**config.mk**
```make
export PLATFORM = sky130hd
export DESIGN_NAME = mem_arbiter
export DESIGN_NICKNAME = d
export VERILOG_FILES = /design/src/rtl/mem_arbiter_pkg.sv /design/src/rtl/mem_arbiter_timeout_ctr.sv /design/src/rtl/mem_arbiter.sv
export SDC_FILE = /design/constraint.sdc
export NUM_CORES = 1
export LEC_CHECK = 0
export CAP_MARGIN = 10
export CORE_UTILIZATION = 36
export CTS_CLUSTER_DIAMETER = 30
export DETAILED_ROUTE_END_ITERATION = 8
export GPL_ROUTABILITY_DRIVEN = 0
export GPL_TIMING_DRIVEN = 1
export PLACE_DENSITY = 0.71
export SYNTH_ARGS = -nofsm -noshare
export SYNTH_HDL_FRONTEND = slang
export SYNTH_SLANG_ARGS = --single-unit
```
**constraint.sdc**
```tcl
create_clock -name clk -period 4.2 [get_ports clk]
set_input_delay 0.42 -clock clk [delete_from_list [all_inputs] [get_ports clk]]
set_output_delay 0.42 -clock clk [all_outputs]
set_load 0.01 [all_outputs]
```
**src/rtl/mem_arbiter_pkg.sv**
```systemverilog
// Shared types and constants for the two-requester memory arbiter.
// Holds the FSM encoding, bus widths, timeout default and the round-robin pick helper.
package mem_arbiter_pkg;

  localparam int XLEN            = 32;
  localparam int STRB_W          = XLEN / 8;
  localparam int TIMEOUT_DEFAULT = 255;
  localparam int CTR_W           = 16;

  typedef enum logic [1:0] {
    ST_IDLE  = 2'd0,
    ST_BUS_I = 2'd1,
    ST_BUS_D = 2'd2,
    ST_RESP  = 2'd3
  } state_t;

  typedef enum logic {
    GRANT_I = 1'b0,
    GRANT_D = 1'b1
  } grant_t;

  // On contention the requester that was not served last wins.
  function automatic grant_t arb_pick(input logic i_req, input logic d_req,
                                      input grant_t last);
    grant_t g;
    if (i_req && d_req) begin
      if (last == GRANT_I) g = GRANT_D;
      else                 g = GRANT_I;
    end else if (d_req) begin
      g = GRANT_D;
    end else begin
      g = GRANT_I;
    end
    return g;
  endfunction

endpackage

```
**src/rtl/mem_arbiter_timeout_ctr.sv**
```systemverilog
// Wait-state counter for one bus access: cleared on grant, counts stalled cycles.
// expired flags the stalled cycle whose increment brings the count to TIMEOUT.
module bus_timeout_ctr
  import mem_arbiter_pkg::*;
#(
  parameter int TIMEOUT = TIMEOUT_DEFAULT
) (
  input  logic clk,
  input  logic reset,
  input  logic clear,
  input  logic enable,
  output logic expired
);

  localparam logic [CTR_W-1:0] LIMIT = CTR_W'(TIMEOUT);
  localparam logic [CTR_W-1:0] LAST  = CTR_W'(TIMEOUT - 1);

  logic [CTR_W-1:0] count;

  always_ff @(posedge clk) begin
    if (reset) begin
      count <= '0;
    end else if (clear) begin
      count <= '0;
    end else if (enable && (count != LIMIT)) begin
      count <= count + CTR_W'(1);
    end
  end

  // Asserted in the stalled cycle whose increment reaches TIMEOUT, so the
  // access is abandoned after exactly TIMEOUT bus cycles.
  assign expired = enable && (count == LAST);

endmodule

```
**src/rtl/mem_arbiter.sv**
```systemverilog
// Arbiter sharing one memory bus between instruction fetch and load/store ports.
// Define ARB_ROUND_ROBIN_EN for alternating grants on contention; default is fixed data priority.
module mem_arbiter
  import mem_arbiter_pkg::*;
#(
  parameter int TIMEOUT = TIMEOUT_DEFAULT
) (
  input  logic              clk,
  input  logic              reset,
  input  logic              i_valid,
  input  logic [XLEN-1:0]   i_addr,
  output logic              i_ready,
  output logic [XLEN-1:0]   i_rdata,
  output logic              i_err,
  input  logic              d_valid,
  input  logic [XLEN-1:0]   d_addr,
  input  logic [XLEN-1:0]   d_wdata,
  input  logic [STRB_W-1:0] d_wstrb,
  output logic              d_ready,
  output logic [XLEN-1:0]   d_rdata,
  output logic              d_err,
  output logic              mem_valid,
  output logic [XLEN-1:0]   mem_addr,
  output logic [XLEN-1:0]   mem_wdata,
  output logic [STRB_W-1:0] mem_wstrb,
  input  logic              mem_ready,
  input  logic [XLEN-1:0]   mem_rdata,
  output logic              busy
);

  state_t state;
  grant_t pick;
  logic   in_bus;
  logic   start;
  logic   expired;
  logic   done;
  logic   [XLEN-1:0] resp_data;

`ifdef ARB_ROUND_ROBIN_EN
  grant_t last_grant;
`endif

  assign in_bus    = (state == ST_BUS_I) || (state == ST_BUS_D);
  assign start     = (state == ST_IDLE) && (i_valid || d_valid);
  assign done      = in_bus && (mem_ready || expired);
  // mem_ready takes precedence over a coincident expiry.
  assign resp_data = mem_ready ? mem_rdata : '0;

  always_comb begin
`ifdef ARB_ROUND_ROBIN_EN
    pick = arb_pick(i_valid, d_valid, last_grant);
`else
    if (d_valid) pick = GRANT_D;
    else         pick = GRANT_I;
`endif
  end

  bus_timeout_ctr #(
    .TIMEOUT (TIMEOUT)
  ) u_timeout (
    .clk     (clk),
    .reset   (reset),
    .clear   (start),
    .enable  (in_bus && !mem_ready),
    .expired (expired)
  );

`ifdef ARB_ROUND_ROBIN_EN
  always_ff @(posedge clk) begin
    if (reset) begin
      last_grant <= GRANT_I;
    end else if (start) begin
      last_grant <= pick;
    end
  end
`endif

  always_ff @(posedge clk) begin
    if (reset) begin
      state     <= ST_IDLE;
      busy      <= 1'b0;
      mem_valid <= 1'b0;
      mem_addr  <= '0;
      mem_wdata <= '0;
      mem_wstrb <= '0;
      i_ready   <= 1'b0;
      i_rdata   <= '0;
      i_err     <= 1'b0;
      d_ready   <= 1'b0;
      d_rdata   <= '0;
      d_err     <= 1'b0;
    end else begin
      i_ready <= 1'b0;
      d_ready <= 1'b0;
      case (state)
        ST_IDLE: begin
          if (start) begin
            busy      <= 1'b1;
            mem_valid <= 1'b1;
            if (pick == GRANT_D) begin
              state     <= ST_BUS_D;
              mem_addr  <= d_addr;
              mem_wdata <= d_wdata;
              mem_wstrb <= d_wstrb;
            end else begin
              state     <= ST_BUS_I;
              mem_addr  <= i_addr;
              mem_wdata <= '0;
              mem_wstrb <= '0;
            end
          end
        end
        ST_BUS_I: begin
          if (done) begin
            state     <= ST_RESP;
            mem_valid <= 1'b0;
            i_ready   <= 1'b1;
            i_rdata   <= resp_data;
            i_err     <= !mem_ready;
          end
        end
        ST_BUS_D: begin
          if (done) begin
            state     <= ST_RESP;
            mem_valid <= 1'b0;
            d_ready   <= 1'b1;
            d_rdata   <= resp_data;
            d_err     <= !mem_ready;
          end
        end
        ST_RESP: begin
          // Error flags are only meaningful alongside the ready pulse.
          state <= ST_IDLE;
          busy  <= 1'b0;
          i_err <= 1'b0;
          d_err <= 1'b0;
        end
        default: begin
          state     <= ST_IDLE;
          busy      <= 1'b0;
          mem_valid <= 1'b0;
        end
      endcase
    end
  end

endmodule

```
==> results.toml <==
[timing]
finalHoldViolations = 0
finalSetupViolCount = 0
max_freq_mhz = 369
hold_ws_ns = 0.472
slew-limit-headroom_pct = 44.8
fin_tns_setup_ns = 0
rsz0062_at_grt = "false"
tightest_slew_ns = 0.828
period_share_pct = 64.6
finalWorstSetupSlack_ns = 1.49
slew_violations = 0
layout_min_cycle_time_ns = 2.71
skew_ns = 0.0102

[cts]
clockRootBuffer = "clkbuf_16"
cts_buffer_depth = 2
cts_buffers = 17
ctsHoldBuffers = 0
postCtsSetupBuffers = 0
clkTransAtPathRegs_ns = 0.06
clk_latency_ns = 0.42
htree_levels = 4
cts_resized = 0
cts.sinks = 156
tritoncts = "built"

[floorplan]
row_count = 47
die_area_mm2 = 0.0173
initial_core_util_pct = 36.7
core_mm2 = 0.0165
die_w_um = 132
die_h_um = 132
ios = 275

[finish]
num_antenna_cells = 0
drive_gt1_share_pct = 5.84
area_growth_syn_to_layout_pct = 58.2
fin_util_pct = 58.1
nFillCells = 1474
design_area_mm2 = 0.00957
finalNetCount = 1055

[place]
placed_area_mm2 = 0.00891
numPortBuffers = 274
place_ws_ns = 1.51
dp_hpwl_um = 12300

[drt]
route.detailed.drc = 0
vias_per_cell = 5.01
ant_nets = 0
drt_wl_total_um = 17800
drt_iter0_markers = 269
num_vias = 5741
dr.pass1.iters = 4
drt-wirelength-per-cell_um = 15.5

[logic_synthesis]
synth_ff_type = "dfxtp_1"
synth_nets = 807
synth_edf_count = 0
syn_inst = 664
ys_ff_latch = 156
synth-seq-area-share_pct = 51.6
netlist_top_cells_count = "dfxtp_1, a21oi_1, nand2_1"
netlist_area_mm2 = 0.00605
ys_types = 45
synth.area.top_cells = "dfxtp_1, a21oi_1, mux2i_1, a22o_1, nand2_1"
yosysTopAreaCellShare_pct = 51.6
synthArstFlopShare_pct = 0
yosys_warnings = 0
synth.avg_cell_area_um2 = 9.11
synth_most_common_cell = "dfxtp_1"
post-synth-top-area-cell = "dfxtp_1"

[power_and_ir_drop]
p_int_uw = 3510
power.density_mw_per_mm2 = 521
ir_drop_v = 0.000336
swShare_pct = 29.5
p_comb_share_pct = 28.8
pwr-share-clk_pct = 34.7
power.net_switching_uw = 1470
pwr-share-seq_pct = 36.6
power.leakage_uw = 0.00342

[setup_path]
path_buf_inv = 1
crit_chain = "or4_1 > o41a_2 > buf_4 > o21ai_0 > a21oi_1"
cp_slowest_cell = "o41a_2"
critPathLaunch = "u_timeout.count[11]"
slowest_delay_ns = 0.88
crit_family = "compound AO/OA/AOI/OAI gates"
crit_fanout = 46
cp_data_arrival_time_ns = 2.99
cp-start-kind = "flip-flop"
critPathCaptureType = "flip-flop"
crit_type = "reg -> reg"
required_ns = 4.48
r2r-start = "u_timeout.count[11]"

[hold_path]
min-delay-start = "mem_valid"
min_path_type = "reg -> reg"

[grt]
grt_max_degree = 66
grt_pass1_wl_um = 28400
grt_pass1_vias = 5420
antenna_found_initial = 0
overflow = 0
gr-usage-all-layers_pct = 20.6

[job]
cap_viol_max_count = 0

[run_status]
outcome = "finished clean"
worst paths after layout:
path	to	slack, ns	depth (start not counted)
min reg2reg	mem_valid	0.47	2
min	mem_valid	0.47	2
max reg2reg	i_rdata[29]	1.49	5
max	i_rdata[29]	1.49	5
layout make-up:
class                   count  area [um^2]  share of cell area [%]
multi-input cells         446         2670                    27.9
clock buffers              21          460                    4.81
clock inverters            11          204                    2.13
well taps                 220          275                    2.88
flip-flops and latches    156         3120                    32.6
repair buffers            284         2810                    29.4
inverters                   7         26.3                   0.274
state kept, by name, summed over array words and instances, names as in the netlist:
name and flops:
mem_valid 1, mem_wstrb 4, d_err 1, mem_addr 32, mem_wdata 32, i_err 1, d_ready 1, busy 1
state 2, i_ready 1, u_timeout.count 16, d_rdata 32, i_rdata 32
routing by layer:
| layer | share of wire (%) | track usage (%) |
|---|---|---|
| met4 | 1.8 | 7.36 |
| met1 | 42 | 24.8 |
| met3 | 6.1 | 5.98 |
| met2 | 50 | 34.6 |
| met5 | 0 | 0 |
power by group through the flow:
| stage | Sequential (uW) | Combinational (uW) | Clock, uW |
|---|---|---|---|
| floorplan | 1940 | 630 | 0 |
| global placement | 1840 | 1440 | 0 |
| detailed placement | 1850 | 1450 | 0 |
| CTS | 1820 | 1450 | 1760 |
| global route | 1850 | 1560 | 1820 |
| finish | 1820 | 1430 | 1730 |
cells by family (layout without fill, tap and decap cells):
kind of cell,after synthesis,after routing,synth area share (%)
AO/OA/AOI/OAI,236,236,23.8
AND/OR/NAND/NOR,168,168,13.0
flip-flops,156,156,51.6
buffers and inverters,62,323,4.38
multiplexers,34,34,5.65
adder cells (fa/ha/maj),6,6,1.24
XOR/XNOR,2,2,0.290
metrics by stage:
step	power, uW	instances
5_1_grt	5240	1145
3_3_place_gp	3280	1113
4_1_cts	5040	1145
3_5_place_dp	3300	1113
2_1_floorplan	2570	664
6_report	4980	1145
placed cells by master, fill, tap and decap left out, drive strengths merged, types with 2 or more instances in the layout:
cell type	netlist	final
nor2	45	45
ha	6	6
clkdlybuf4s50	0	272
nor3b	2	2
inv	7	11
dfxtp	156	156
o31ai	2	2
o21ai	77	77
o22ai	2	2
or3	10	10
clkbuf	46	21
nor4	9	9
nand2	77	77
or4	5	5
nand2b	2	2
nand4	3	3
o311ai	2	2
nand3	5	5
nor3	2	2
bufinv	0	5
mux2i	33	33
a211o	2	2
buf	9	12
a22o	36	36
a211oi	34	34
a21oi	77	77
worst min-delay path, stage by stage (launching register included):
cell	delay [ns]
dfxtp_1	0.31
o31ai_1	0.06
a21oi_1	0.06
(Power assumes the default switching activity.)
